==> src/rtl/ecc_mem_pkg.sv <==
// Shared types and helpers for the ECC scrubbed word array: FSM states,
// error-counter sizing, the cell-copy majority vote and saturating increment.
package ecc_mem_pkg;

    typedef enum logic [1:0] {
        ST_IDLE = 2'd0,
        ST_SCAN = 2'd1,
        ST_FIX  = 2'd2
    } state_e;

    localparam int                   ERR_CNT_W   = 8;
    localparam logic [ERR_CNT_W-1:0] ERR_CNT_MAX = 8'd255;

    function automatic logic maj3(input logic a, input logic b, input logic c);
        return (a & b) | (a & c) | (b & c);
    endfunction

    function automatic logic [ERR_CNT_W-1:0] sat_inc(input logic [ERR_CNT_W-1:0] v);
        if (v == ERR_CNT_MAX) begin
            return v;
        end else begin
            return v + 8'd1;
        end
    endfunction

endpackage

==> src/rtl/ecc_mem_bit.sv <==
// One storage bit held as three copies; reads the majority and flags any
// disagreement between copies.
module ecc_mem_bit
    import ecc_mem_pkg::*;
(
    input  logic clk,
    input  logic ld,
    input  logic d,
    output logic q,
    output logic err
);

    logic c0_r;
    logic c1_r;
    logic c2_r;

    // Copies are written together; an unloaded cell keeps its (possibly upset) state
    always_ff @(posedge clk) begin
        if (ld) begin
            c0_r <= d;
            c1_r <= d;
            c2_r <= d;
        end
    end

    assign q   = maj3(c0_r, c1_r, c2_r);
    assign err = (c0_r ^ c1_r) | (c1_r ^ c2_r);

endmodule

==> src/rtl/ecc_mem_word.sv <==
// One array word: WIDTH triplicated cells sharing a load enable, exposing
// the corrected value and an OR-reduced error flag.
module ecc_mem_word #(
    parameter int WIDTH = 8
) (
    input  logic             clk,
    input  logic             ld,
    input  logic [WIDTH-1:0] d,
    output logic [WIDTH-1:0] val,
    output logic             err
);

    logic [WIDTH-1:0] bit_err_s;

    for (genvar b = 0; b < WIDTH; b++) begin : g_bit
        ecc_mem_bit u_bit (
            .clk (clk),
            .ld  (ld),
            .d   (d[b]),
            .q   (val[b]),
            .err (bit_err_s[b])
        );
    end

    assign err = |bit_err_s;

endmodule

==> src/rtl/ecc_mem_scrub_ctrl.sv <==
// Scrub controller: arbitrates the single array load port between external
// writes and a periodic scanner that rewrites words reporting cell errors.
module ecc_mem_scrub_ctrl
    import ecc_mem_pkg::*;
#(
    parameter int WIDTH       = 8,
    parameter int DEPTH       = 4,
    parameter int ADDR_W      = $clog2(DEPTH),
    parameter int SCAN_PERIOD = 16
) (
    input  logic                 clk,
    input  logic                 rst,
    input  logic                 wr_valid,
    output logic                 wr_ready,
    input  logic [ADDR_W-1:0]    wr_addr,
    input  logic [WIDTH-1:0]     wr_data,
    input  logic [ADDR_W-1:0]    rd_addr,
    output logic [WIDTH-1:0]     rd_data,
    output logic                 rd_err,
    input  logic                 scan_en,
    output logic                 scan_busy,
    output logic                 scan_done,
    output logic                 err_pulse,
    output logic [ERR_CNT_W-1:0] err_count,
    output logic [ADDR_W-1:0]    last_err_addr
);

    localparam int CNT_W = (SCAN_PERIOD > 1) ? $clog2(SCAN_PERIOD) : 1;

    state_e                 state_r, state_s;
    logic [CNT_W-1:0]       cnt_r, cnt_s;
    logic [ADDR_W-1:0]      scan_addr_r, scan_addr_s;
    logic                   scan_done_s, err_pulse_s;
    logic                   wr_fire_s, wr_hit_s, last_s;
    logic [WIDTH-1:0]       val_s [DEPTH];
    logic [DEPTH-1:0]       err_s;
    logic [DEPTH-1:0]       ld_s;
    logic [WIDTH-1:0]       ld_data_s;
    logic                   wr_ready_r, scan_busy_r, scan_done_r, err_pulse_r, rd_err_r;
    logic [WIDTH-1:0]       rd_data_r;
    logic [ERR_CNT_W-1:0]   err_count_r;
    logic [ADDR_W-1:0]      last_err_addr_r;

    for (genvar w = 0; w < DEPTH; w++) begin : g_word
        ecc_mem_word #(.WIDTH(WIDTH)) u_word (
            .clk (clk),
            .ld  (ld_s[w]),
            .d   (ld_data_s),
            .val (val_s[w]),
            .err (err_s[w])
        );
    end

    assign wr_fire_s = wr_valid && wr_ready_r;
    assign wr_hit_s  = wr_fire_s && (wr_addr == scan_addr_r);
    assign last_s    = (scan_addr_r == ADDR_W'(DEPTH - 1));

    // Next-state and pulse decode; a same-cycle write to the scanned word supersedes the fix
    always_comb begin
        state_s     = state_r;
        cnt_s       = cnt_r;
        scan_addr_s = scan_addr_r;
        scan_done_s = 1'b0;
        err_pulse_s = 1'b0;
        case (state_r)
            ST_IDLE: begin
                if (!scan_en) begin
                    cnt_s = '0;
                end else if (cnt_r == CNT_W'(SCAN_PERIOD - 1)) begin
                    state_s     = ST_SCAN;
                    cnt_s       = '0;
                    scan_addr_s = '0;
                end else begin
                    cnt_s = cnt_r + CNT_W'(1);
                end
            end
            ST_SCAN: begin
                if (!scan_en) begin
                    state_s     = ST_IDLE;
                    scan_addr_s = '0;
                end else if (err_s[scan_addr_r] && !wr_hit_s) begin
                    state_s = ST_FIX;
                end else if (last_s) begin
                    state_s     = ST_IDLE;
                    scan_addr_s = '0;
                    scan_done_s = 1'b1;
                end else begin
                    scan_addr_s = scan_addr_r + ADDR_W'(1);
                end
            end
            ST_FIX: begin
                err_pulse_s = 1'b1;
                if (last_s) begin
                    state_s     = ST_IDLE;
                    scan_addr_s = '0;
                    scan_done_s = 1'b1;
                end else if (!scan_en) begin
                    state_s     = ST_IDLE;
                    scan_addr_s = '0;
                end else begin
                    state_s     = ST_SCAN;
                    scan_addr_s = scan_addr_r + ADDR_W'(1);
                end
            end
            default: begin
                state_s     = ST_IDLE;
                cnt_s       = '0;
                scan_addr_s = '0;
            end
        endcase
    end

    // Load-port arbitration: FIX owns the port, otherwise an accepted write does
    always_comb begin
        ld_s      = '0;
        ld_data_s = wr_data;
        if (state_r == ST_FIX) begin
            ld_s[scan_addr_r] = 1'b1;
            ld_data_s         = val_s[scan_addr_r];
        end else if (wr_fire_s) begin
            ld_s[wr_addr] = 1'b1;
        end else begin
            ld_s = '0;
        end
    end

    // State, counters, read register and status outputs
    always_ff @(posedge clk) begin
        if (rst) begin
            state_r         <= ST_IDLE;
            cnt_r           <= '0;
            scan_addr_r     <= '0;
            wr_ready_r      <= 1'b1;
            scan_busy_r     <= 1'b0;
            scan_done_r     <= 1'b0;
            err_pulse_r     <= 1'b0;
            err_count_r     <= '0;
            last_err_addr_r <= '0;
            rd_data_r       <= '0;
            rd_err_r        <= 1'b0;
        end else begin
            state_r     <= state_s;
            cnt_r       <= cnt_s;
            scan_addr_r <= scan_addr_s;
            wr_ready_r  <= (state_s != ST_FIX);
            scan_busy_r <= (state_s != ST_IDLE);
            scan_done_r <= scan_done_s;
            err_pulse_r <= err_pulse_s;
            if (err_pulse_s) begin
                err_count_r     <= sat_inc(err_count_r);
                last_err_addr_r <= scan_addr_r;
            end
            rd_data_r <= val_s[rd_addr];
            rd_err_r  <= err_s[rd_addr];
        end
    end

    assign wr_ready      = wr_ready_r;
    assign scan_busy     = scan_busy_r;
    assign scan_done     = scan_done_r;
    assign err_pulse     = err_pulse_r;
    assign err_count     = err_count_r;
    assign last_err_addr = last_err_addr_r;
    assign rd_data       = rd_data_r;
    assign rd_err        = rd_err_r;

endmodule

==> config.mk <==
export PLATFORM = sky130hd
export DESIGN_NAME = ecc_mem_scrub_ctrl
export DESIGN_NICKNAME = d
export VERILOG_FILES = /design/src/rtl/ecc_mem_pkg.sv /design/src/rtl/ecc_mem_bit.sv /design/src/rtl/ecc_mem_word.sv /design/src/rtl/ecc_mem_scrub_ctrl.sv
export SDC_FILE = /design/constraint.sdc
export NUM_CORES = 1
export LEC_CHECK = 0
export CAP_MARGIN = 0
export CORE_MARGIN = 2
export CORE_UTILIZATION = 55
export DETAILED_ROUTE_END_ITERATION = 10
export PLACE_DENSITY = 0.82
export SLEW_MARGIN = 25
export SYNTH_ARGS = -nofsm -noshare
export SYNTH_HDL_FRONTEND = slang
export SYNTH_SLANG_ARGS = --single-unit
==> constraint.sdc <==
create_clock -name clk -period 4 [get_ports clk]
set_clock_uncertainty 0.05 [all_clocks]
set_input_delay 0.6 -clock clk [delete_from_list [all_inputs] [get_ports clk]]
set_output_delay 0.6 -clock clk [all_outputs]
set_load 0.05 [all_outputs]
* Word level (Yosys, flattened, before mapping)
Cells that the tools add are included.
** Storage, ports and cells
- Bits in registers :: 63
- Input port bits :: 16
- Output and inout port bits :: 23
- Word-level logic and storage cells :: 118
** Cells by class
- Add/sub/neg operators :: 3
- Magnitude comparators :: 7
- Equality and inequality tests :: 10
- Multiplexer cells :: 41
- Bitwise logic cells :: 3
- Reductions and logical operators :: 11
** Operators with widths (number)
- 8-bit 2-to-1 mux :: 5
- 8-bit binary-select mux with 2-bit select :: 2
- 2-bit 2-to-1 mux :: 12
- 4-bit 2-to-1 mux :: 4
- 2-bit case mux with 3 select lines :: 2
- 1-bit 2-to-1 mux :: 10
- 2-bit by 3-bit less-than comparator with 1-bit output (second input constant) :: 3
- 8-bit by 1-bit adder with 8-bit output (second input constant) :: 1
- 8-bit equality test (second input constant) :: 1
- 4-bit case mux with 2 select lines :: 1
- 3-bit >= comparator (second input constant) :: 2
- 2-bit != test (second input constant) :: 3
- 2-bit NOT with 3-bit output :: 2
- 1-bit logical AND :: 5
- 4-bit by 1-bit adder with 4-bit output (second input constant) :: 1
- 1-bit binary-select mux with 2-bit select :: 2
- 1-bit demux with 2-bit select :: 2
- 2-bit equality test (second input constant) :: 2
- 4-bit equality test (second input constant) :: 1
- 2-bit by 1-bit >= comparator with 1-bit output (second input constant) :: 2
- 3-bit != test (second input constant) :: 1
- 3-bit AND reduction :: 1
- 2-bit by 1-bit adder with 2-bit output (second input constant) :: 1
- 2-bit by 1-bit equality test with 1-bit output (second input constant) :: 1
- 8 further kinds :: 8

* Longest topological paths before layout
- Word-level depth :: 8
- Gate-level depth with buffers :: 6
- Gate-level depth less buffers :: 5

* Hierarchy
From an unflattened synthesis, not the netlist that was laid out.
** Second synthesis, totals
- Cells, all modules :: 296
- Area, all modules :: 3349.5 um2
** Modules (own cells, without submodules)
- ecc_mem_scrub_ctrl :: times used 1, cells each 188, area an instance 1963.1 um2, sequential area each 620.6 um2
- ecc_mem_bit :: times used 32, cells each 3, area an instance 41.3 um2, sequential area each 30.0 um2
- ecc_mem_word :: times used 4, cells each 3, area an instance 16.3 um2, sequential area each 0.0 um2

* Least setup slack after synthesis
No wires, ideal clock.
- Path kind :: flip-flop to flip-flop
- Start :: reg state_r[0]
- End :: reg g_word[0].u_word.g_bit[0].u_bit.c2_r (enable)
- Setup time :: 398 ps
- Arrival :: 1965 ps
- Data required time :: 3552 ps
- Path slack :: 1587 ps
- Cell stages (with the launch flop) :: 6
- Buffers on the path :: 2
- Clock period less this slack :: 2413 ps
- Cell sequence :: dfxtp_1 > inv_1 > ha_1 > clkbuf_8 > buf_6 > o41ai_1
** Between the ends
- Cells in the longest elaborated chain, start to end :: 2
** RTL lines
- start, declared :: line ecc_mem_scrub_ctrl.sv:30 : state_e state_r, state_s;
- start signal, assigned :: line ecc_mem_scrub_ctrl.sv:142 : state_r <= state_s;
- 2-bit equality test :: line ecc_mem_scrub_ctrl.sv:117 : if (state_r == ST_FIX) begin
- 4-bit 2-to-1 mux :: line ecc_mem_scrub_ctrl.sv:117
- net g_word[0].u_word.g_bit[0].u_bit.ld :: line ecc_mem_bit.sv:7 : input logic ld,
- end signal, assigned :: line ecc_mem_bit.sv:22 : c2_r <= d;
- end, declared :: line ecc_mem_bit.sv:15 : logic c2_r;
The timed path passes the listed nets, and every way through them passes these cells.
A chain may end at the register's enable or synchronous reset.

* Worst setup path in the final report
- Start :: reg err_count_r[6] (netlist: err_count[6])
- End :: out err_count[6]
** RTL lines
- start, declared :: line ecc_mem_scrub_ctrl.sv:41 : logic [ERR_CNT_W-1:0] err_count_r;
- start signal, assigned :: line ecc_mem_scrub_ctrl.sv:150 : err_count_r <= sat_inc(err_count_r);
- end, declared :: line ecc_mem_scrub_ctrl.sv:24 : output logic [ERR_CNT_W-1:0] err_count,
No word-level cell between the ends.

==> reports/results.txt <==
The most common cell after layout, fill and taps aside is sky130_fd_sc_hd__clkdlybuf4s50_1. Entering global routing, the biggest net connects 30 pins. Across the run, the number of max-cap violations was 0. After detailed routing, the number of vias per cell comes to 5.699.

The die covers 0.005961 mm². The data required time at the worst endpoint is 3.35 ns. For this run, the leading register cell type out of synthesis is sky130_fd_sc_hd__edfxtp_1. The critical path goes through clkdlybuf4s50_1.

In this run the core area contains 26 standard-cell rows. The endpoint class of the critical path is a primary output. The total global-route track usage was 20.40%. Counting along the longest clock path gives a buffer depth of 2. The largest single stage delay on the critical path is 0.85 ns.

The cell family contributing the most delay on the critical path is buffers and inverters. After floorplanning, the core was sized to cover 0.005140 mm². The first-pass GRT wire length was 9.101 mm; the signed area change from the synthesized netlist to the final layout was 19.91%.

The number of gates resized after CTS was 0. Setup repair after global routing left no endpoint under its margin. Once the clock tree was built, the setup fixing pass inserted 0 buffers. The fraction of final layout cells sized beyond drive strength 1 came out at 17.74%. The net total in the final layout came out at 287.

Hold timing on the final database bottoms out at a slack of 0.4459 ns. Measured against its own limit, the worst slew margin works out to 47.48%. The violation count after the first detailed-route iteration is 106, and the maximum VDD drop is 0.0003708 V. The analysis attributes to cell leakage a power of 1.227 nW. The clock transition at the registers of the reported paths was 0.07 ns. The pre-antenna-repair detailed-routing pass consisted of 4 iterations. In this run the worst hold path is classified as flip-flop to flip-flop.

The synthesized area per cell works out to 13.34 µm². The total negative setup slack is 0 ns, and the number of global-route vias before repair is 1811. The critical path in this run is classified as flip-flop to primary output.

The flow ran to the end, and the final reports show no timing, DRC or antenna violations. During synthesis, Yosys emitted a total of 0 warnings. Clock latency on the worst-skew pair, taken at its later pin, is 0.33 ns. Setup violations remaining at the end of the flow were counted as 0.

TritonCTS built the clock tree. The global-route congestion overflow total was 0; the area of the mapped netlist was 0.002948 mm². The number of hold buffers added after CTS was 0. CTS saw 62 sinks. Y dimension of the die: 77.21 µm. In this run, distinct cell masters in the synthesized netlist total 46. Hold violation count in the final report: 0.

The worst setup path is launched from a flip-flop. For the synthesized instance count, the log shows 221. For this run, design rule violations remaining after detail routing come to 0. The count of buffers inserted at the top-level ports is 37, and the largest driver fanout on the critical path is 7. Counting flops and latches in the post-synthesis netlist gives 62. In the layout the commonest cells are 37 x sky130_fd_sc_hd__clkdlybuf4s50_1, 32 x sky130_fd_sc_hd__edfxtp_1, 30 x sky130_fd_sc_hd__dfxtp_1.

The number of max-slew violations in the final report came out at 0. The clock period could shrink to 2.268 ns. The average wire per cell in the routed design is 17.10 µm, and the synthesized netlist net count is 248.

The count of buffering cells on the critical path with inverters included was 1. The H-tree was split into 3 levels. The die is 77.21 µm wide. Summing all placed instances gives a cell area of 0.003344 mm². During I/O placement, the number of pins put on the boundary was 39.

For this configuration, the core starts out at a cell density of 57.35%. Detailed routing inserted a total of 1909 vias. The tools report the number of antenna violations at the first check in global routing as 0. The final critical path takes up 56.70% of the cycle.

The achievable frequency was 440.9 MHz; the number of antenna diodes was 0. The clock tree root buffer cell is sky130_fd_sc_hd__clkbuf_8. At the end of routability-driven placement, the weighted congestion stood at 0.7694. The final layout contains routed wiring with a total length of 5.728 mm. After synthesis, the share of flip-flops with an asynchronous set or reset is 0%. The count of flip-flops with a built-in enable after synthesis was 32. For this run, the register share of the synthesized area comes to 52.97%.

The power density relative to cell area was 376.2 mW/mm². The pin slew with the least headroom to its limit is 0.7868 ns, and the data arrival time of the worst path is 1.62 ns. The design draws 1.330 mW.

Summing all non-filler instances in the final layout gives an area of 0.003535 mm². The CTS buffer count was 9. The slowest stage of the critical path is the sky130_fd_sc_hd__clkdlybuf4s50_1 cell. The tools report the placed wire-length estimate after detailed placement as 3.859 mm.

Once detail routing completed, the nets flagged for antenna violations numbered 0.
==> cell usage after synthesis, types with 2 or more instances <==
library cell,instances,share of area (%)
sky130_fd_sc_hd__nor2b_1,11,2.3
sky130_fd_sc_hd__mux2_4,6,3.1
sky130_fd_sc_hd__a21oi_1,9,1.5
sky130_fd_sc_hd__inv_1,9,1.1
sky130_fd_sc_hd__buf_6,4,1.5
sky130_fd_sc_hd__nand3b_1,3,0.76
sky130_fd_sc_hd__ha_1,11,4.7
sky130_fd_sc_hd__o31ai_1,2,0.51
sky130_fd_sc_hd__and3b_1,2,0.59
sky130_fd_sc_hd__or3b_1,2,0.59
sky130_fd_sc_hd__nand2_1,10,1.3
sky130_fd_sc_hd__nand2b_1,4,0.85
sky130_fd_sc_hd__mux2_2,5,1.9
sky130_fd_sc_hd__mux4_1,2,1.8
sky130_fd_sc_hd__clkbuf_1,3,0.38
sky130_fd_sc_hd__buf_2,5,0.85
sky130_fd_sc_hd__nand3_1,8,1.4
sky130_fd_sc_hd__dfxtp_1,30,20
sky130_fd_sc_hd__a21boi_0,3,0.76
sky130_fd_sc_hd__a311oi_1,2,0.59
sky130_fd_sc_hd__and4_1,2,0.59
sky130_fd_sc_hd__mux2i_1,3,1.0
sky130_fd_sc_hd__nor2_1,9,1.1
sky130_fd_sc_hd__a31oi_1,4,0.85
sky130_fd_sc_hd__nor3_1,3,0.51
sky130_fd_sc_hd__nand4_1,3,0.64
sky130_fd_sc_hd__mux4_2,14,11
sky130_fd_sc_hd__edfxtp_1,32,33
sky130_fd_sc_hd__o21ai_0,3,0.51
==> state kept, by name (all words and copies together), names as in the netlist <==
| signal | count |
|---|---|
| state_r | 2 |
| g_word.u_word.g_bit.u_bit.c2_r | 9 |
| err_pulse | 1 |
| g_word.u_word.g_bit.u_bit.c1_r | 3 |
| scan_addr_r | 2 |
| wr_ready | 1 |
| scan_done | 1 |
| cnt_r | 4 |
| rd_data | 8 |
| err_count | 8 |
| last_err_addr | 2 |
| scan_busy | 1 |
| g_word.u_word.g_bit.u_bit.c0_r | 20 |
==> cell families after synthesis <==
family	share of synthesized area (%)
compound gates	7.385
fa+ha+maj	4.669
buf+inv	4.753
flops	52.97
mux	18.46
other cells	0.1272
simple gates	11.63
==> cell type report <==
type	instances	area [µm²]
multi-input combinational	135	1246
tap	70	87.58
inverter	9	33.78
sequential	62	1562
clock buffer	10	127.6
fill	391	1605
timing repair buffer	43	415.4
clock inverter	6	62.56
==> worst paths after layout <==
path	start	end	slack (ns)	cells after the start
worst min-delay path	cnt_r[0]$_SDFFE_PP0N_	cnt_r[0]$_SDFFE_PP0N_	0.45	2
worst min register to register	cnt_r[0]$_SDFFE_PP0N_	cnt_r[0]$_SDFFE_PP0N_	0.45	2
worst max-delay path	err_count[6]$_SDFFE_PP0P_	err_count[6]	1.73	1
worst max register to register	state_r[0]$_SDFF_PP0_	g_word[0].u_word.g_bit[4].u_bit.c0_r$_DFFE_PP_	1.82	5
==> metrics by stage <==
| step | instances | worst slack (ns) | util [%] |
|---|---|---|---|
| 2_1_floorplan | 221 | 1.587 | - |
| 3_3_place_gp | 319 | 1.681 | 65.07 |
| 3_5_place_dp | 319 | 1.592 | 65.07 |
| 4_1_cts | 335 | 1.717 | 68.77 |
| 5_1_grt | 335 | 1.681 | 68.77 |
| 6_report | 335 | 1.732 | 68.77 |
==> per-layer routing <==
metal	track usage, %	vias to the layer above	wire length [µm]
met2	30.70	58	2756
met4	14.11	0	244
li1	-	909	-
met5	0	-	0
met1	25.99	920	2506
met3	4.941	22	221
==> report_power, final <==
group	total, mW	leakage (nW)	internal [mW]	switching (mW)
sequential	0.692	0.538	0.685	0.00672
clock	0.538	0.100	0.287	0.251
combinational	0.100	0.589	0.0473	0.0528
total	1.33	1.23	1.02	0.311
No activity file was read; power rests on OpenSTA's default activity.
